**src/rtl/aes_shift_rows_stage.sv**
```systemverilog
// AES ShiftRows pipeline stage with round tracking and sequencing error flag.
// State layout is column-major: byte (row r, col c) sits at [127-8*(4c+r) -: 8].
// Optional macro AES_SR_SKID_EN: 2-entry skid buffer with registered in_ready.
// Without it, a single output register with in_ready = !out_valid || out_ready.
module aes_shift_rows_stage #(
  parameter int unsigned NR = 10
) (
  input  logic         clk,
  input  logic         rst,
  input  logic         in_valid,
  output logic         in_ready,
  input  logic         in_first,
  input  logic [127:0] in_state,
  output logic         out_valid,
  input  logic         out_ready,
  output logic [127:0] out_state,
  output logic [3:0]   out_round,
  output logic         out_final,
  output logic         err
);

  localparam logic [3:0] NR_L = 4'(NR);

  // Row r rotates left by r columns: out(r,c) = in(r,(c+r) mod 4).
  function automatic logic [127:0] shift_rows(input logic [127:0] s);
    logic [127:0] r;
    r = '0;
    for (int unsigned c = 0; c < 4; c++) begin
      for (int unsigned row = 0; row < 4; row++) begin
        r[127 - 8*(4*c + row) -: 8] = s[127 - 8*(4*((c + row) % 4) + row) -: 8];
      end
    end
    return r;
  endfunction

  logic         accept;
  logic         xfer;
  logic [127:0] beat_state;
  logic [3:0]   beat_round;
  logic         beat_final;
  logic         beat_err;
  logic [3:0]   cnt_q;
  logic         seen_q;

  assign accept     = in_valid && in_ready;
  assign xfer       = out_valid && out_ready;
  assign beat_state = shift_rows(in_state);
  assign beat_final = (beat_round == NR_L);

  // Round number attached to the incoming beat; a continuation with no open
  // block (never started, or already at NR) saturates at NR and flags an error.
  always_comb begin
    beat_round = cnt_q + 4'd1;
    beat_err   = 1'b0;
    if (in_first) begin
      beat_round = 4'd1;
    end else if (!seen_q || cnt_q == NR_L) begin
      beat_round = NR_L;
      beat_err   = 1'b1;
    end
  end

  // Round counter, first-seen flag and sticky error, advanced per accepted beat.
  always_ff @(posedge clk) begin
    if (rst) begin
      cnt_q  <= '0;
      seen_q <= 1'b0;
      err    <= 1'b0;
    end else if (accept) begin
      cnt_q <= beat_round;
      if (in_first) seen_q <= 1'b1;
      if (beat_err) err <= 1'b1;
    end
  end

`ifdef AES_SR_SKID_EN
  logic         rdy_q;
  logic         skid_valid;
  logic [127:0] skid_state;
  logic [3:0]   skid_round;
  logic         skid_final;

  // rdy_q is purely registered; rst gating only forces 0 while reset is held.
  assign in_ready = rdy_q && !rst;

  // Output register is the head, skid entry the tail; the tail refills the
  // head on transfer, otherwise a new beat goes straight to the head.
  always_ff @(posedge clk) begin
    if (rst) begin
      out_valid  <= 1'b0;
      out_state  <= '0;
      out_round  <= '0;
      out_final  <= 1'b0;
      skid_valid <= 1'b0;
      skid_state <= '0;
      skid_round <= '0;
      skid_final <= 1'b0;
      rdy_q      <= 1'b1;
    end else begin
      if (!out_valid || xfer) begin
        if (skid_valid) begin
          out_valid  <= 1'b1;
          out_state  <= skid_state;
          out_round  <= skid_round;
          out_final  <= skid_final;
          skid_valid <= 1'b0;
        end else if (accept) begin
          out_valid <= 1'b1;
          out_state <= beat_state;
          out_round <= beat_round;
          out_final <= beat_final;
        end else begin
          out_valid <= 1'b0;
        end
      end else if (accept) begin
        skid_valid <= 1'b1;
        skid_state <= beat_state;
        skid_round <= beat_round;
        skid_final <= beat_final;
      end
      // Both entries occupied next cycle only if the head stays and the tail fills.
      rdy_q <= !(out_valid && !xfer && (skid_valid || accept));
    end
  end
`else
  assign in_ready = !rst && (!out_valid || out_ready);

  // Single output register: load on accept, empty on transfer without refill.
  always_ff @(posedge clk) begin
    if (rst) begin
      out_valid <= 1'b0;
      out_state <= '0;
      out_round <= '0;
      out_final <= 1'b0;
    end else if (accept) begin
      out_valid <= 1'b1;
      out_state <= beat_state;
      out_round <= beat_round;
      out_final <= beat_final;
    end else if (xfer) begin
      out_valid <= 1'b0;
    end
  end
`endif

endmodule

```
**config.mk**
```make
export PLATFORM = sky130hd
export DESIGN_NAME = aes_shift_rows_stage
export DESIGN_NICKNAME = d
export VERILOG_FILES = /design/src/rtl/aes_shift_rows_stage.sv
export SDC_FILE = /design/constraint.sdc
export NUM_CORES = 1
export LEC_CHECK = 0
export BUFFER_PORTS_ARGS = -buffer_cell sky130_fd_sc_hd__buf_2
export CAP_MARGIN = 10
export CORE_MARGIN = 2
export CORE_UTILIZATION = 30
export CTS_CLUSTER_SIZE = 14
export DETAILED_ROUTE_END_ITERATION = 10
export GPL_TIMING_DRIVEN = 0
export SKIP_LAST_GASP = 1
export SLEW_MARGIN = 25
export SYNTH_ARGS = -nofsm -noshare
export SYNTH_HDL_FRONTEND = slang
export SYNTH_SLANG_ARGS = --single-unit
```
**constraint.sdc**
```tcl
create_clock -name clk -period 1.75 [get_ports clk]
set_input_delay 0.35 -clock clk [delete_from_list [all_inputs] [get_ports clk]]
set_output_delay 0.35 -clock clk [all_outputs]
set_load 0.02 [all_outputs]
```
# Yosys cells after proc, flatten, opt, wreduce, memory -nomap -nowiden
# Index checks and enable logic that the tools add are counted.
[op_classes] n_mux=6 n_reduce_logical=11 addsub=1 n_eq_ne=2
[op_table] cell="$eq A4 B4 Y1 const B" n=2
[op_table] cell="$mux W4" n=2
[op_table] cell="$add A4 B1 Y4 const B" n=1
[op_table] cell="$mux W1" n=4
[op_table] cell="$reduce_and A2 Y1" n=2
[op_table] cell="$logic_and A1 B1 Y1" n=3
[op_table] cell="$logic_not A1 Y1" n=3
[op_table] cell="$logic_or A1 B1 Y1" n=2
[op_table] cell="$reduce_bool A2 Y1" n=1
[word_totals] input_bits=133 ff_bits=136 elab_cells=26 output_inout_bits=136

# Depth between registers and ports, before layout
# Gate-level depths: netlist of the first run.
[depth] word_depth=5 ltp_mapped=7 depth_no_buf=6

# Worst setup path after synthesis of the first run
# OpenSTA, ideal clock, no wires.
[synth_path] path_type="register to register" start="register out_round[0] (netlist name)" end="register out_round[2]" setup_ns=0.058 path_buffers=0 path_stages_with_launch=7 t_required_ns=1.692 slack_ns=0.367 arrival_ns=1.325 synth_period_minus_slack_ns=1.383 cell_sequence="dfxtp_1 > inv_1 > ha_1 > nand3b_1 > nand2_1 > a2111oi_0 > a21o_1"
[synth_rtl] item="end signal, assigned" line_no="138" text="out_round <= beat_round;"
[synth_rtl] item="end, declared" line_no="17" text="output logic [3:0] out_round,"

# Final worst setup path of the first run
[layout_path] start="register out_valid" end="register out_state[72]"
[layout_between] elab_chain_cells=4
[layout_rtl] item="start, declared" line_no="14" text="output logic out_valid,"
[layout_rtl] item="start signal, assigned" line_no="131" text="out_valid <= 1'b0;"
[layout_rtl] item="start signal, assigned" line_no="136" text="out_valid <= 1'b1;"
[layout_rtl] item="start signal, assigned" line_no="141" text="out_valid <= 1'b0;"
[layout_rtl] item="$logic_not A1 Y1" line_no="126" text="assign in_ready = !rst && (!out_valid || out_ready);"
[layout_rtl] item="$logic_or A1 B1 Y1" line_no="126"
[layout_rtl] item="$logic_and A1 B1 Y1" line_no="126"
[layout_rtl] item="$logic_and A1 B1 Y1" line_no="45" text="assign accept = in_valid && in_ready;"
[layout_rtl] item="end signal, assigned" line_no="137" text="out_state <= beat_state;"
[layout_rtl] item="end, declared" line_no="16" text="output logic [127:0] out_state,"
# Every way passes these cells.
# A chain may end at the register's enable or synchronous reset.

==> results.toml, run 1 <==
[outcome]
outcome = "complete, no violations"

[worst_setup_path]
cp_slowest_cell = "buf_2"
worstPathArrival_ps = 1950
slowest_delay_ps = 360
cp_top_family = "buffers and inverters"
cp_data_required_time_ps = 2110
r2r-start = "out_valid$_SDFFE_PP0P_"
startpoint_type = "flip-flop"
critical_path_class = "flip-flop to flip-flop"
crit_path_end_kind = "flip-flop"
worst-path-max-fanout = 10
cp_cell_sequence = "nand2b_1, nand2_1, buf_2, buf_2, nand3b_1, nand2_1"
crit_buf_inv = 2
cp-startpoint = "out_valid$_SDFFE_PP0P_"

[global_route]
antenna_found_initial = 2
grt_usage = 0.174
grt_pass1_wl_mm = 24.5
grt_start_max_net_pins = 17
grt_pass1_vias = 4786
grt.overflow.total = 0

[placed_design]
gp_congestion = 0.763
dpl_cell_area_um2 = 6760
hpwl_mm = 11.7
dp.cells = 1091
io_buffers = 268

[cells_and_area]
final_nets = 1024
diodes = 0
fillers = 1742
area_growth_pct = 43.1
instances_no_fill = 1122
fin_area_um2 = 7350
final_layout_size_suffix_gt1_frac = 0.363

[detailed_routing]
drt-total-wl_mm = 15.8
drt_iter0_markers = 121
wl_per_cell_um = 14.1
ant_nets = 0
vias_per_cell = 4.38
dr.pass1.iters = 4
route.detailed.drc = 0
vias = 4917

[pwr]
powerDensity_nw_per_um2 = 1120
pwr-share-clk = 0.442
sw_frac_of_total = 0.269
p_int_mw = 6.02
p_sw_mw = 2.21
seq_power_share = 0.419
vdd_drop_max_mv = 0.751
power_frac_comb = 0.140
power_leakage_nw = 3.97

[synth]
syn-cell-area_um2 = 5140
syn_inst = 603
post_synth.cell_area_avg_um2 = 8.52
synth_nets = 738
synth_warnings = 0
synth-seq-area-share = 0.530
synth.ff_latch_count = 136
yosys.cell_types.count = 23

[timing]
fin_hold_ws_ps = 109
max_freq_mhz = 630
setup_viol = 0
rsz0062_at_grt = "false"
slew_viol_final = 0
finalHoldViolations = 0
maxSlewHeadroom = 0.675
finClkSkew_ps = 6.45
min_period_ps = 1590
fin_crit_sh = 0.908
worst_pin_slew_ps = 488

[min_path]
hp-class = "input pin to flip-flop"
min_from = "in_state[14]"

[clock_tree]
cts.clk_slew.worst_paths_ps = 60
h-tree-depth = 4
numCtsBuffers = 17
clk-insertion-delay-late_ps = 420
clk_path_buf_depth = 2
root_buffer = "clkbuf_16"
cts_tree = "done"
cts.sinks = 136
hold_buffers = 0

[floorplan]
ios = 269
floorplan.initialDensity = 0.309
fp-row-count = 47
die_x_um = 135
die_h_um = 135
die_area_um2 = 18200
core_um2 = 16600

[job]
maxCapViolations = 0
[path summary, 6_finish.rpt]
kind | to | slack [ps] | depth (start not counted)
max reg2reg | out_state[72]$_SDFFE_PP0P_ | 160 | 6
min | out_state[78]$_SDFFE_PP0P_ | 110 | 3
max | out_state[72]$_SDFFE_PP0P_ | 160 | 6
min reg2reg | out_state[44]$_SDFFE_PP0P_ | 470 | 2
[worst reg2reg max path: cells and delay by family (launching register included)]
kind,cells,cell delay [ps]
flops,1,350
buf+inv,2,680
simple gates,4,510
[stage by stage]
step	util	TNS, ps	setup slack (ps)	power [mW]
detailed placement	0.406	-895	-363	4.67
global placement	0.406	-631	-351	4.66
global route	0.442	0	28.2	8.60
finish	0.442	0	161	8.23
floorplan	-	0	367	4.16
CTS	0.442	0	27.8	8.35
[cells in the final DEF, fill, tap and decap left out, types with 3 or more instances in the layout]
| cell type | Yosys | layout |
|---|---|---|
| buf_2 | 16 | 284 |
| clkbuf_16 | 0 | 17 |
| clkinvlp_4 | 0 | 5 |
| inv_1 | 3 | 3 |
| a21oi_1 | 3 | 3 |
| buf_6 | 9 | 9 |
| clkbuf_8 | 0 | 4 |
| dfxtp_1 | 136 | 136 |
| nor2_1 | 6 | 6 |
| clkinv_2 | 0 | 3 |
| clkbuf_1 | 19 | 17 |
| nand2b_1 | 3 | 3 |
| nand3b_1 | 131 | 131 |
| nand2_1 | 261 | 261 |
[cell families after synthesis]
family                     Yosys count  share of synthesized area
AOI/OAI and AO/OA                   11                     0.0163
xor gates and xnor gates             1                    0.00170
adders and majority gates            2                    0.00487
buffers and inverters               47                     0.0514
DFF                                136                      0.530
and+or+nand+nor                    406                      0.396
[cells in the mapped netlist, drive strengths merged]
library cell  count  share of area
clkbuf           19          0.014
a211o             1         0.0017
a21o              1         0.0015
ha                2         0.0049
o2bb2ai           1         0.0017
buf              25          0.035
xor2              1         0.0017
nor2              6         0.0044
o211ai            1         0.0015
o31ai             1         0.0024
and2              2         0.0024
nand2b            3         0.0037
nand3             1        0.00097
a31oi             1         0.0012
inv               3         0.0022
a2111oi           1         0.0017
dfxtp           136           0.53
nor2b             2         0.0024
nand3b          131           0.19
a21oi             3         0.0029
nand2           261           0.19
a41oi             1         0.0017
[layout make-up]
cell class	instances	area (um^2)	area share
plain buffers	43	250	0.0340
clock buffers	21	480	0.0653
clock inverters	11	121	0.0165
inverters	3	11.3	0.00153
multi-input cells	420	2150	0.293
flip-flops and latches	136	2720	0.370
well taps	220	275	0.0374
repair buffers	268	1340	0.182
[sequential cells by signal, indices dropped and copies added (netlist names)]
| register | count |
|---|---|
| out_state | 128 |
| out_round | 4 |
| err | 1 |
| out_final | 1 |
| out_valid | 1 |
| seen_q | 1 |
[power groups by stage]
stage               combinational, mW  clock (mW)  sequential [mW]
finish                           1.15        3.63             3.44
global route                     1.26        3.87             3.47
CTS                              1.17        3.74             3.44
detailed placement               1.16           0             3.51
global placement                 1.16           0             3.50
floorplan                       0.379           0             3.78
[layer usage]
| metal | GRT usage | part of all wire |
|---|---|---|
| met1 | 0.210 | 0.43 |
| met2 | 0.277 | 0.45 |
| met3 | 0.0691 | 0.093 |
| met4 | 0.0713 | 0.018 |
| met5 | 0 | 0.00069 |
[timing repair]
item	4_1_cts	5_1_grt
endpoints found under the setup margin	1	1
setup buffers	0	0
gates resized for setup	0	2
(Power assumes the default switching activity.)
==> run 2, diff against run 1 <==
Settings changed: CTS_BUF_LIST from default to sky130_fd_sc_hd__clkbuf_8.
==> results.toml, run 2 (synthesized netlist as in run 1, its figures left out) <==
[outcome]
outcome = "complete, no violations"

[clock_tree]
clk-insertion-delay-late_ps = 440
numCtsBuffers = 17
clk_path_buf_depth = 2
root_buffer = "clkbuf_8"
cts_setup_buffers = 0
cts.clk_slew.worst_paths_ps = 80
cts.sinks = 136
h-tree-depth = 4
hold_buffers = 0
cts_tree = "done"

[cells_and_area]
multiInputGateArea_um2 = 2150
area_growth_pct = 39.4
final_nets = 1024
largest_reg_flops = 128
regMostFlops = "out_state"
seqCellArea_um2 = 2720
fillers = 1755
most-common-layout-cells = "buf_2 (284), nand2_1 (261), dfxtp_1 (136)"
final_common_cell = "buf_2"
reg_top3 = "out_state x128, out_round x4"
diodes = 0
final_layout_size_suffix_gt1_frac = 0.363

[floorplan]
ios = 269
fp-row-count = 47
die_x_um = 135
die_h_um = 135
floorplan.initialDensity = 0.309
die_area_um2 = 18200
core_um2 = 16600

[timing]
slew_viol_final = 0
worst_pin_slew_ps = 485
tns_ps = 0
rsz0062_at_grt = "false"
setup_viol = 0
finClkSkew_ps = 8.37
max_freq_mhz = 640
fin_ws_ps = 188
fin_crit_sh = 0.893
min_period_ps = 1560
finalHoldViolations = 0
maxSlewHeadroom = 0.677

[detailed_routing]
vias = 4894
wl_per_cell_um = 14.0
drt_iter0_markers = 124
route.detailed.drc = 0
vias_per_cell = 4.36
drt-total-wl_mm = 15.7
ant_nets = 0
dr.pass1.iters = 4

[global_route]
grt_start_max_net_pins = 17
grt_pass1_vias = 4760
grt_usage = 0.172
antenna_found_initial = 2
grt.overflow.total = 0
grt_pass1_wl_mm = 24.3

[placed_design]
io_buffers = 268
dpl_worst_slack_ps = -363
hpwl_mm = 11.7
gp_congestion = 0.763

[worst_setup_path]
critical_path_class = "flip-flop to flip-flop"
worstPathArrival_ps = 1940
startpoint_type = "flip-flop"
cp_data_required_time_ps = 2130
worst-path-max-fanout = 10
crit_path_end_kind = "flip-flop"

[min_path]
hp-class = "input pin to flip-flop"

[pwr]
powerDensity_nw_per_um2 = 1010
power_leakage_nw = 3.88
vdd_drop_max_mv = 0.658

[job]
maxCapViolations = 0
[run 2: per-stage QoR]
stage | instances | total power [mW] | utilization | hold WS (ps) | area [um^2]
final | 1122 | 7.26 | 0.430 | 87.4 | 7160
after global routing | 1122 | 7.64 | 0.430 | 50.0 | 7160
after CTS | 1122 | 7.38 | 0.430 | 47.3 | 7160
after detailed placement | 1091 | 4.67 | 0.406 | 460 | 6760
after global placement | 1091 | 4.66 | 0.406 | 448 | 6760
after floorplan | 603 | 4.16 | - | 449 | 5140
[run 2: final cells by class]
cell class                 count  share of cell area
sequential                   136               0.380
clock buffer                  21              0.0403
clock inverter                11              0.0169
tap                          220              0.0384
inverter                       3             0.00157
buffer                        43              0.0349
multi-input combinational    420               0.300
timing repair buffer         268               0.187
[run 2: report_power, final]
group,internal [mW],switching (mW)
sequential,3.32,0.117
combinational,0.449,0.697
clock,1.41,1.27
total,5.18,2.08
[run 2: metal layers]
layer,part of all wire,track usage
met5,0.0010,0
met3,0.093,0.0736
met4,0.010,0.0520
met2,0.46,0.277
met1,0.44,0.209
[run 2: critical path: stages, from the launching register on]
cell and delay [ps]:
dfxtp_1 360, nand2b_1 100, nand2_1 200, buf_2 340
buf_2 310, nand3b_1 120, nand2_1 70
[run 2: worst paths after layout]
kind,start,to,slack [ps],cells past startpoint
max,out_valid$_SDFFE_PP0P_,out_state[72]$_SDFFE_PP0P_,190,6
min,in_state[43],out_state[107]$_SDFFE_PP0P_,90,3
min reg2reg,out_state[127]$_SDFFE_PP0P_,out_state[127]$_SDFFE_PP0P_,470,2
max reg2reg,out_valid$_SDFFE_PP0P_,out_state[72]$_SDFFE_PP0P_,190,6
[run 2: repair_timing]
action / CTS / global route
endpoints found under the setup margin: 1 / 1
resized for setup: 0 / 2
pin swaps: 0 / 0
